File: config.mk
export PLATFORM = sky130hd
export DESIGN_NAME = opcode_injector_flat
export DESIGN_NICKNAME = d
export VERILOG_FILES = /design/src/rtl/opcode_injector_pkg.sv /design/src/rtl/opcode_injector_if.sv /design/src/rtl/opcode_injector_bus_edge_sync.sv /design/src/rtl/opcode_injector.sv /design/src/flat_wrapper.sv
export SDC_FILE = /design/constraint.sdc
export NUM_CORES = 1
export LEC_CHECK = 0
export CELL_PAD_IN_SITES_DETAIL_PLACEMENT = 1
export CELL_PAD_IN_SITES_GLOBAL_PLACEMENT = 2
export CORE_ASPECT_RATIO = 1.1
export CORE_MARGIN = 2
export CORE_UTILIZATION = 34
export DETAILED_ROUTE_END_ITERATION = 10
export PLACE_DENSITY_LB_ADDON = 0.15
export SLEW_MARGIN = 20
export SYNTH_ARGS = -nofsm -noshare
export SYNTH_HDL_FRONTEND = slang
export SYNTH_SLANG_ARGS = --single-unit
File: constraint.sdc
create_clock -name clk -period 4.9 [get_ports clk]
set_clock_uncertainty 0.05 [all_clocks]
set_input_delay 0.735 -clock clk [delete_from_list [all_inputs] [get_ports clk]]
set_output_delay 0.735 -clock clk [all_outputs]
set_load 0.1 [all_outputs]
File: src/rtl/opcode_injector_pkg.sv
// Shared definitions for the trap opcode injector: Z80 opcodes,
// strobe bit positions and injector state encodings.
package opcode_injector_pkg;

   localparam logic [7:0] OP_CALL   = 8'hCD;
   localparam logic [7:0] OP_PFX_CB = 8'hCB;
   localparam logic [7:0] OP_PFX_ED = 8'hED;
   localparam logic [7:0] OP_PFX_DD = 8'hDD;
   localparam logic [7:0] OP_PFX_FD = 8'hFD;

   localparam int BIT_RD   = 0;
   localparam int BIT_MREQ = 1;
   localparam int BIT_M1   = 2;
   localparam int NSTROBE  = 3;

   typedef enum logic [2:0] {
      ST_IDLE  = 3'd0,
      ST_ARMED = 3'd1,
      ST_OPC   = 3'd2,
      ST_GAP1  = 3'd3,
      ST_LO    = 3'd4,
      ST_GAP2  = 3'd5,
      ST_HI    = 3'd6,
      ST_DONE  = 3'd7
   } inj_state_e;

   function automatic logic inj_drive(inj_state_e st);
      return (st == ST_OPC) || (st == ST_LO) || (st == ST_HI);
   endfunction

   // Byte forced onto the bus; zero outside the three injected reads.
   function automatic logic [7:0] inj_byte(inj_state_e st,
                                           logic [15:0] vec);
      logic [7:0] b;
      b = 8'h00;
      case (st)
         ST_OPC:  b = OP_CALL;
         ST_LO:   b = vec[7:0];
         ST_HI:   b = vec[15:8];
         default: b = 8'h00;
      endcase
      return b;
   endfunction

endpackage

File: src/rtl/opcode_injector_if.sv
// Z80 bus strobes, trap request/ack and injected-data signals
// between the CPU side (master) and the injector (slave).
interface opcode_injector_if;

   logic        m1_n;
   logic        mreq_n;
   logic        rd_n;
   logic        at_isr_end;
   logic        trap_req;
   logic [15:0] trap_vec;
   logic [7:0]  data_out;
   logic        data_oe;
   logic        mem_inhibit;
   logic        trap_ack;
   logic        trap_err;
   logic        busy;

   modport master (
      output m1_n, mreq_n, rd_n,
      output at_isr_end, trap_req, trap_vec,
      input  data_out, data_oe, mem_inhibit,
      input  trap_ack, trap_err, busy
   );

   modport slave (
      input  m1_n, mreq_n, rd_n,
      input  at_isr_end, trap_req, trap_vec,
      output data_out, data_oe, mem_inhibit,
      output trap_ack, trap_err, busy
   );

endinterface

File: src/rtl/opcode_injector_bus_edge_sync.sv
// Multi-bit strobe synchronizer with rise/fall detection on the
// synchronized copy. Reset value models idle (high) strobes.
module bus_edge_sync #(
   parameter int             W           = 3,
   parameter int             SYNC_STAGES = 2,
   parameter logic [W-1:0]   RST_VAL     = '1
) (
   input  logic         clk,
   input  logic         rst_n,
   input  logic [W-1:0] d_i,
   output logic [W-1:0] lvl_o,
   output logic [W-1:0] rise_o,
   output logic [W-1:0] fall_o
);

   logic [W-1:0] sync_q [SYNC_STAGES];
   logic [W-1:0] prev_q;

   always_ff @(posedge clk) begin
      if (!rst_n) begin
         for (int i = 0; i < SYNC_STAGES; i++) begin
            sync_q[i] <= RST_VAL;
         end
         prev_q <= RST_VAL;
      end else begin
         sync_q[0] <= d_i;
         for (int i = 1; i < SYNC_STAGES; i++) begin
            sync_q[i] <= sync_q[i-1];
         end
         prev_q <= sync_q[SYNC_STAGES-1];
      end
   end

   assign lvl_o  = sync_q[SYNC_STAGES-1];
   assign rise_o = lvl_o & ~prev_q;
   assign fall_o = ~lvl_o & prev_q;

endmodule

File: src/rtl/opcode_injector.sv
// Forces CALL nn onto the Z80 bus at the next instruction boundary
// when a trap is requested, inhibiting RAM/ROM during those reads.
module opcode_injector
   import opcode_injector_pkg::*;
#(
   parameter int SYNC_STAGES = 2,
   parameter int TIMEOUT_CYC = 255
) (
   input  logic               clk,
   input  logic               rst_n,
   opcode_injector_if.slave   bus
);

   localparam logic [7:0] TMO_LAST = 8'(TIMEOUT_CYC - 1);

   inj_state_e   state_q, state_d;
   logic [15:0]  vec_q, vec_d;
   logic [7:0]   cnt_q, cnt_d;
   logic         err_q, err_d;

   logic [NSTROBE-1:0] lvl, rise, fall;
   logic               rd_fall, rd_rise, m1;
   logic               gap, tmo;

   bus_edge_sync #(
      .W           (NSTROBE),
      .SYNC_STAGES (SYNC_STAGES),
      .RST_VAL     ('1)
   ) u_sync (
      .clk    (clk),
      .rst_n  (rst_n),
      .d_i    ({bus.m1_n, bus.mreq_n, bus.rd_n}),
      .lvl_o  (lvl),
      .rise_o (rise),
      .fall_o (fall)
   );

   // Interrupt-ack has MREQ high, so gating with MREQ excludes it.
   assign rd_fall = fall[BIT_RD] & ~lvl[BIT_MREQ];
   assign rd_rise = rise[BIT_RD];
   assign m1      = ~lvl[BIT_M1];

   assign gap = (state_q == ST_GAP1) || (state_q == ST_GAP2);
   assign tmo = gap && (cnt_q == TMO_LAST);

   always_ff @(posedge clk) begin
      if (!rst_n) begin
         state_q <= ST_IDLE;
         vec_q   <= 16'h0000;
         cnt_q   <= 8'h00;
         err_q   <= 1'b0;
      end else begin
         state_q <= state_d;
         vec_q   <= vec_d;
         cnt_q   <= cnt_d;
         err_q   <= err_d;
      end
   end

   always_comb begin
      state_d = state_q;
      vec_d   = vec_q;
      err_d   = 1'b0;
      unique case (state_q)
         ST_IDLE: begin
            if (bus.trap_req) state_d = ST_ARMED;
         end
         ST_ARMED: begin
            if (!bus.trap_req) begin
               state_d = ST_IDLE;
            end else if (rd_fall && m1 && bus.at_isr_end) begin
               state_d = ST_OPC;
               vec_d   = bus.trap_vec;
            end
         end
         ST_OPC: begin
            if (rd_rise) state_d = ST_GAP1;
         end
         ST_GAP1: begin
            if (rd_fall && !m1) begin
               state_d = ST_LO;
            end else if (tmo) begin
               state_d = ST_IDLE;
               err_d   = 1'b1;
            end
         end
         ST_LO: begin
            if (rd_rise) state_d = ST_GAP2;
         end
         ST_GAP2: begin
            if (rd_fall && !m1) begin
               state_d = ST_HI;
            end else if (tmo) begin
               state_d = ST_IDLE;
               err_d   = 1'b1;
            end
         end
         ST_HI: begin
            if (rd_rise) state_d = ST_DONE;
         end
         ST_DONE: begin
            state_d = ST_IDLE;
         end
         default: begin
            state_d = ST_IDLE;
         end
      endcase
   end

   always_comb begin
      cnt_d = cnt_q;
      if (state_d != state_q) begin
         cnt_d = 8'h00;
      end else if (gap) begin
         cnt_d = cnt_q + 8'h01;
      end
   end

   assign bus.data_oe     = inj_drive(state_q);
   assign bus.mem_inhibit = inj_drive(state_q);
   assign bus.data_out    = inj_byte(state_q, vec_q);
   assign bus.trap_ack    = (state_q == ST_DONE);
   assign bus.trap_err    = err_q;
   assign bus.busy        = (state_q != ST_IDLE);

endmodule

File: src/flat_wrapper.sv
// flat-port wrapper written by rule: the top's interface ports become plain ports
module opcode_injector_flat import opcode_injector_pkg::*;
#(
   parameter int SYNC_STAGES = 2,
   parameter int TIMEOUT_CYC = 255
)
  (clk, rst_n, bus_m1_n, bus_mreq_n, bus_rd_n, bus_at_isr_end, bus_trap_req, bus_trap_vec, bus_data_out, bus_data_oe, bus_mem_inhibit, bus_trap_ack, bus_trap_err, bus_busy);
  opcode_injector_if bus_i ();
  input  logic clk;
  input  logic rst_n;
  input wire logic [$bits(bus_i.m1_n)-1:0] bus_m1_n;
  input wire logic [$bits(bus_i.mreq_n)-1:0] bus_mreq_n;
  input wire logic [$bits(bus_i.rd_n)-1:0] bus_rd_n;
  input wire logic [$bits(bus_i.at_isr_end)-1:0] bus_at_isr_end;
  input wire logic [$bits(bus_i.trap_req)-1:0] bus_trap_req;
  input wire logic [$bits(bus_i.trap_vec)-1:0] bus_trap_vec;
  output wire logic [$bits(bus_i.data_out)-1:0] bus_data_out;
  output wire logic [$bits(bus_i.data_oe)-1:0] bus_data_oe;
  output wire logic [$bits(bus_i.mem_inhibit)-1:0] bus_mem_inhibit;
  output wire logic [$bits(bus_i.trap_ack)-1:0] bus_trap_ack;
  output wire logic [$bits(bus_i.trap_err)-1:0] bus_trap_err;
  output wire logic [$bits(bus_i.busy)-1:0] bus_busy;
  assign bus_i.m1_n = bus_m1_n;
  assign bus_i.mreq_n = bus_mreq_n;
  assign bus_i.rd_n = bus_rd_n;
  assign bus_i.at_isr_end = bus_at_isr_end;
  assign bus_i.trap_req = bus_trap_req;
  assign bus_i.trap_vec = bus_trap_vec;
  assign bus_data_out = bus_i.data_out;
  assign bus_data_oe = bus_i.data_oe;
  assign bus_mem_inhibit = bus_i.mem_inhibit;
  assign bus_trap_ack = bus_i.trap_ack;
  assign bus_trap_err = bus_i.trap_err;
  assign bus_busy = bus_i.busy;
  opcode_injector #(.SYNC_STAGES(SYNC_STAGES), .TIMEOUT_CYC(TIMEOUT_CYC)) u_core (.clk(clk), .rst_n(rst_n), .bus(bus_i));
endmodule
==> Word-level counts from Yosys, hierarchy flattened <==
Memory sizes are Yosys's and may differ from the RTL's.
Index checks and enable logic that the tools add are counted.
{ "totals": {"regBits": 29, "ram_bits": 6, "inputBits": 23, "word_cells": 56, "mem_count": 1} }
{ "memory_table": {"columns": ["memory", "words", "width", "read_ports", "rd_clocked_by_memory_dff", "write_ports", "line_no", "text"], "rows": [
  ["u_core.u_sync.sync_q", 2, 3, 2, 0, 2, "opcode_injector_bus_edge_sync.sv:16", "logic [W-1:0] sync_q [SYNC_STAGES];"]
]} }
{ "op_classes": {"addsub": 1, "n_eq_ne": 9, "mux": 16, "n_bitwise": 11, "n_reduce_logical": 13} }
{ "op_table": {"columns": ["operator", "count"], "rows": [
  ["3-bit two-way mux", 11],
  ["3-bit one-hot mux with 8 select lines", 1],
  ["8-bit one-hot mux with 3 select lines", 1],
  ["3-bit equality test, second input constant", 4],
  ["8-bit by 1-bit adder with 8-bit output, second input constant", 1],
  ["8-bit equality test, second input constant", 1],
  ["3-bit by 2-bit equality test with 1-bit output, second input constant", 2],
  ["1-bit NOT", 6],
  ["1-bit logical AND", 4],
  ["2-bit OR reduction", 2],
  ["1-bit bitwise AND", 3],
  ["3-bit by 1-bit equality test with 1-bit output, second input constant", 1],
  ["3-bit logical NOT", 1],
  ["1-bit logical OR", 3],
  ["1-bit two-way mux", 3],
  ["3-bit inequality test", 1],
  ["3-bit AND reduction", 1],
  ["3-bit nonzero test", 1],
  ["3-bit OR reduction", 1],
  ["1-bit bitwise OR", 2]
]} }

==> Logic depth before layout (Yosys ltp) <==
{ "logic_depth": {"ltp_word": 10, "depth_mapped": 6} }

==> Cells and area by module <==
Synthesis repeated with hierarchy kept, for this count alone.
{ "hier_totals": {"cells_unflattened": 206, "area_unflattened_um2": 1709.1} }
{ "by_module_without_submodules": {"columns": ["mod", "instances", "cells_each", "area_per_inst_um2", "seq_area_each_um2"], "rows": [
  ["opcode_injector", 1, 179, 1412.6, 560.5],
  ["bus_edge_sync", 1, 27, 296.5, 180.2]
]} }

==> Worst setup path after synthesis <==
Ideal clock, no wire load.
{ "synth_timing": {"path_kind": "register to output", "startpoint": "reg u_core.state_q[1]", "endpoint": "out bus_mem_inhibit", "t_arrival_ps": 2606, "required_ps": 4115, "slack_ps": 1509, "stages_incl_launch_ff": 6, "path_buffers": 3, "path_cell_list": "dfxtp_1 > buf_6 > clkbuf_1 > nor2_1 > nor2_1 > buf_4"} }
{ "synth_between": {"elab_chain_len": 3, "elab_cells_between_ends": 5, "classes_between": "eq/ne: 3; reduce/logical: 2"} }
{ "synth_rtl": {"columns": ["item", "line_no", "text"], "rows": [
  ["start, declared", "opcode_injector.sv:16", "inj_state_e state_q, state_d;"],
  ["start signal, assigned", "opcode_injector.sv:53", "state_q <= state_d;"],
  ["3-bit by 2-bit equality test with 1-bit output / 3-bit equality test (equally long branches)", null, null],
  ["1-bit logical OR", null, null],
  ["1-bit logical OR *", null, null],
  ["end, declared", "flat_wrapper.sv:19", "output wire logic [$bits(bus_i.mem_inhibit)-1:0] bus_mem_inhibit;"]
]} }
Mark *: on every way between the ends. The rest lies on a longest branch, timed or not.

==> Worst setup path in the final report <==
{ "layout_timing": {"startpoint": "reg u_core.state_q[0]", "endpoint": "out bus_trap_ack"} }
{ "layout_between": {"elab_chain_len": 1} }
{ "layout_rtl": {"columns": ["item", "line_no", "text"], "rows": [
  ["3-bit equality test", "opcode_injector.sv:122", "assign bus.trap_ack = (state_q == ST_DONE);"],
  ["end, declared", "flat_wrapper.sv:20", "output wire logic [$bits(bus_i.trap_ack)-1:0] bus_trap_ack;"]
]} }
Every way passes these cells.

==> results.py <==
metrics = {
    "global_routing": {
        "grt_overflow_total": 0,
        "grt_pass1_vias": 1486,
        "grt_first_pass_wirelength_um": 6990,
        "grt_util_met1_pct": 18.7,
        "track_usage_pct": 15.5,
        "grt_max_degree": 30,
        "grt_use_met2_pct": 26.5,
        "use_met3_pct": 3.41,
        "antenna_found_initial": 0,
        "grt_busiest_layer": "met2",
    },
    "sta": {
        "setup_viol": 0,
        "tightest_slew_ns": 0.976,
        "period_share_pct": 71.2,
        "slew_headroom_pct": 34.7,
        "finalMaxSlewViolations": 0,
        "timing.final.ws_setup_ns": 1.41,
        "rsz0062_at_grt": "false",
        "fmax_ghz": 0.287,
        "final-hold-violation-count": 0,
        "layout_min_cycle_time_ns": 3.49,
        "setup-tns-final_ns": 0,
    },
    "detailed_routing": {
        "drtIter0Drc": 52,
        "dr_total_vias": 1382,
        "antenna_left": 0,
        "totalWireLength_um": 4070,
        "dr.pass1.iters": 4,
        "via_per_inst": 5.16,
        "drc": 0,
        "wire_per_inst_um": 15.2,
    },
    "clock_tree": {
        "cts_root_buffer": "clkbuf_8",
        "cts_tree": "yes",
        "htreeDepth": 2,
        "clk_pin_slew_worst_paths_ns": 0.07,
        "cts-buffers-inserted": 5,
        "ctsHoldBuffers": 0,
        "post_cts_resized": 0,
        "clk_latency_ns": 0.28,
        "clock_path_buffers": 2,
        "cts.sinks": 35,
        "cts_setup_buffers": 0,
    },
    "final_layout": {
        "stdcell_count": 268,
        "final_area_sq_um": 2240,
        "drive_gt1_share_pct": 10.0,
        "areaGrowthSynthToFinish_pct": 25.4,
        "fin_nets": 235,
        "final_util_pct": 44.4,
        "n_antenna_cell": 0,
    },
    "die": {
        "die_y_um": 80.0,
        "fp.dieArea_sq_um": 5840,
        "ios": 36,
        "fp.dieW_um": 73.1,
        "std_cell_rows": 27,
        "core_sq_um": 5030,
        "initial_utilization_pct": 35.4,
    },
    "logic_synthesis": {
        "yosys.area.top_type": "dfxtp_1",
        "avgSynthCellArea_sq_um": 9.97,
        "synth_cell_type_count": 46,
        "synth_area_leaders": "dfxtp_1 (39%), mux2i_1 (11%), nor2b_1 (6.0%)",
        "synth_top_area_share_pct": 39.3,
        "syn_nets": 204,
        "seq_area_frac_synth_pct": 39.3,
        "ys_warn_count": 0,
        "ys_seq_elements": 35,
        "synthesis.area_sq_um": 1780,
        "synth_cells": 179,
    },
    "worst_setup_path": {
        "cp-start-kind": "register",
        "crit_type": "reg2out",
        "crit_arrival_ns": 2.70,
        "required_ns": 4.12,
        "path_max_fanout": 20,
        "cp-end-kind": "primary output",
    },
    "pwr": {
        "p_per_area_nw_per_um2": 262,
        "ir_worst_vdd_mv": 0.134,
        "p_leak_uw": 0.000854,
    },
    "placement": {
        "portBuffers": 35,
        "post-place-ws_ns": 1.68,
        "gp_congestion": 0.728,
        "postPlaceCellArea_sq_um": 2130,
        "post-place-cells": 261,
        "place_hpwl_um": 2980,
    },
    "run_status": {
        "outcome": "finished clean",
    },
    "job": {
        "cap_violations": 0,
    },
    "worst_hold_path": {
        "hold_class": "reg2reg",
    },
}
==> synth_stat cells (all sizes together) <==
master and count:
nor2b 17, nand4bb 1, mux2i 19, or2 1, o221ai 1, a311oi 1, clkbuf 5, and4 1
a22o 1, nand3 1, nor3 6, xor2 6, nand3b 1, o21ai 8, and2b 1, a21boi 1
and3 3, nor3b 3, a2111oi 1, xnor2 1, nand2 12, dfxtp 35, o21a 1, and2 3
a31oi 1, nand2b 7, inv 4, a211oi 3, or3 1, buf 6, a32o 1, and3b 1
and4bb 1, nand4 6, ha 2, nor2 8, a211o 1, a21oi 7
==> layer usage <==
layer  routed length [um]  part of all wire (%)
met3                  156                   3.8
met5                    0                     0
met1                 1770                    43
met2                 2100                    51
met4                   53                   1.3
==> worst paths after layout <==
| path | endpoint | start | slack, ns | cells after the start |
|---|---|---|---|---|
| worst min register to register | u_core.u_sync.sync_q[0][4]$_SDFF_PN1_ | u_core.u_sync.sync_q[0][1]$_SDFF_PN1_ | 0.36 | 1 |
| worst max register to register | u_core.cnt_q[1]$_SDFFE_PP0P_ | u_core.state_q[1]$_SDFF_PN0_ | 2.70 | 4 |
| worst max-delay path | bus_trap_ack | u_core.state_q[0]$_SDFF_PN0_ | 1.41 | 3 |
| worst min-delay path | u_core.u_sync.sync_q[0][4]$_SDFF_PN1_ | u_core.u_sync.sync_q[0][1]$_SDFF_PN1_ | 0.36 | 1 |
==> report_power, final <==
group | switching (uW) | internal (uW) | leakage [uW]
clock | 100 | 149 | 0.0000513
combinational | 19.1 | 25.7 | 0.000519
sequential | 5.47 | 287 | 0.000284
==> cells by family (layout without fill, tap and decap cells) <==
| family | after synthesis | after routing | share of synthesized area (%) |
|---|---|---|---|
| AO/OA/AOI/OAI | 27 | 27 | 13.5 |
| XOR/XNOR | 7 | 7 | 3.86 |
| adder cells (fa/ha/maj) | 2 | 2 | 1.40 |
| buffers and inverters | 15 | 46 | 4.91 |
| flip-flops | 35 | 35 | 39.3 |
| multiplexers | 19 | 19 | 10.7 |
| AND/OR/NAND/NOR | 74 | 74 | 26.4 |
==> critical path, stage by stage (launching register included) <==
cell	delay, ns
dfxtp_1	0.88
nand2_1	0.23
nor2_1	0.16
clkdlybuf4s50_1	1.14
==> per-stage QoR <==
stage	hold slack [ns]	power [uW]
after detailed placement	0.348	345
after global placement	0.341	344
after CTS	0.366	598
final	0.359	587
after floorplan	0.336	321
after global routing	0.373	615
==> cell type report <==
type | count | area (sq um)
flip-flops and latches | 35 | 701
repair buffers | 35 | 350
clock buffers | 6 | 72.6
inverters | 4 | 15.0
multi-input cells | 129 | 996
well taps | 58 | 72.6
fillers | 576 | 2800
clock inverters | 1 | 30.0
==> cells in the final DEF (no fill, tap or decap), types with 2 or more instances in the layout <==
master,instances
mux2i_1,19
xor2_1,5
a21oi_1,6
ha_1,2
nor2_1,8
nand2_1,12
dfxtp_1,35
and3_1,3
nor2b_1,17
o21ai_0,8
nand4_1,5
clkbuf_8,5
inv_1,4
clkdlybuf4s50_1,35
nand2b_1,7
nor3_1,6
a211oi_2,2
and2_1,3
==> flip-flops by register name, summed over array words and instances, names as in the netlist <==
signal and cells:
u_core.cnt_q 8, u_core.u_sync.sync_q 6, u_core.bus.trap_err 1, u_core.vec_q 16, u_core.state_q 3, u_core.u_sync.prev_q 1
Power figures use the tool's default switching activity.
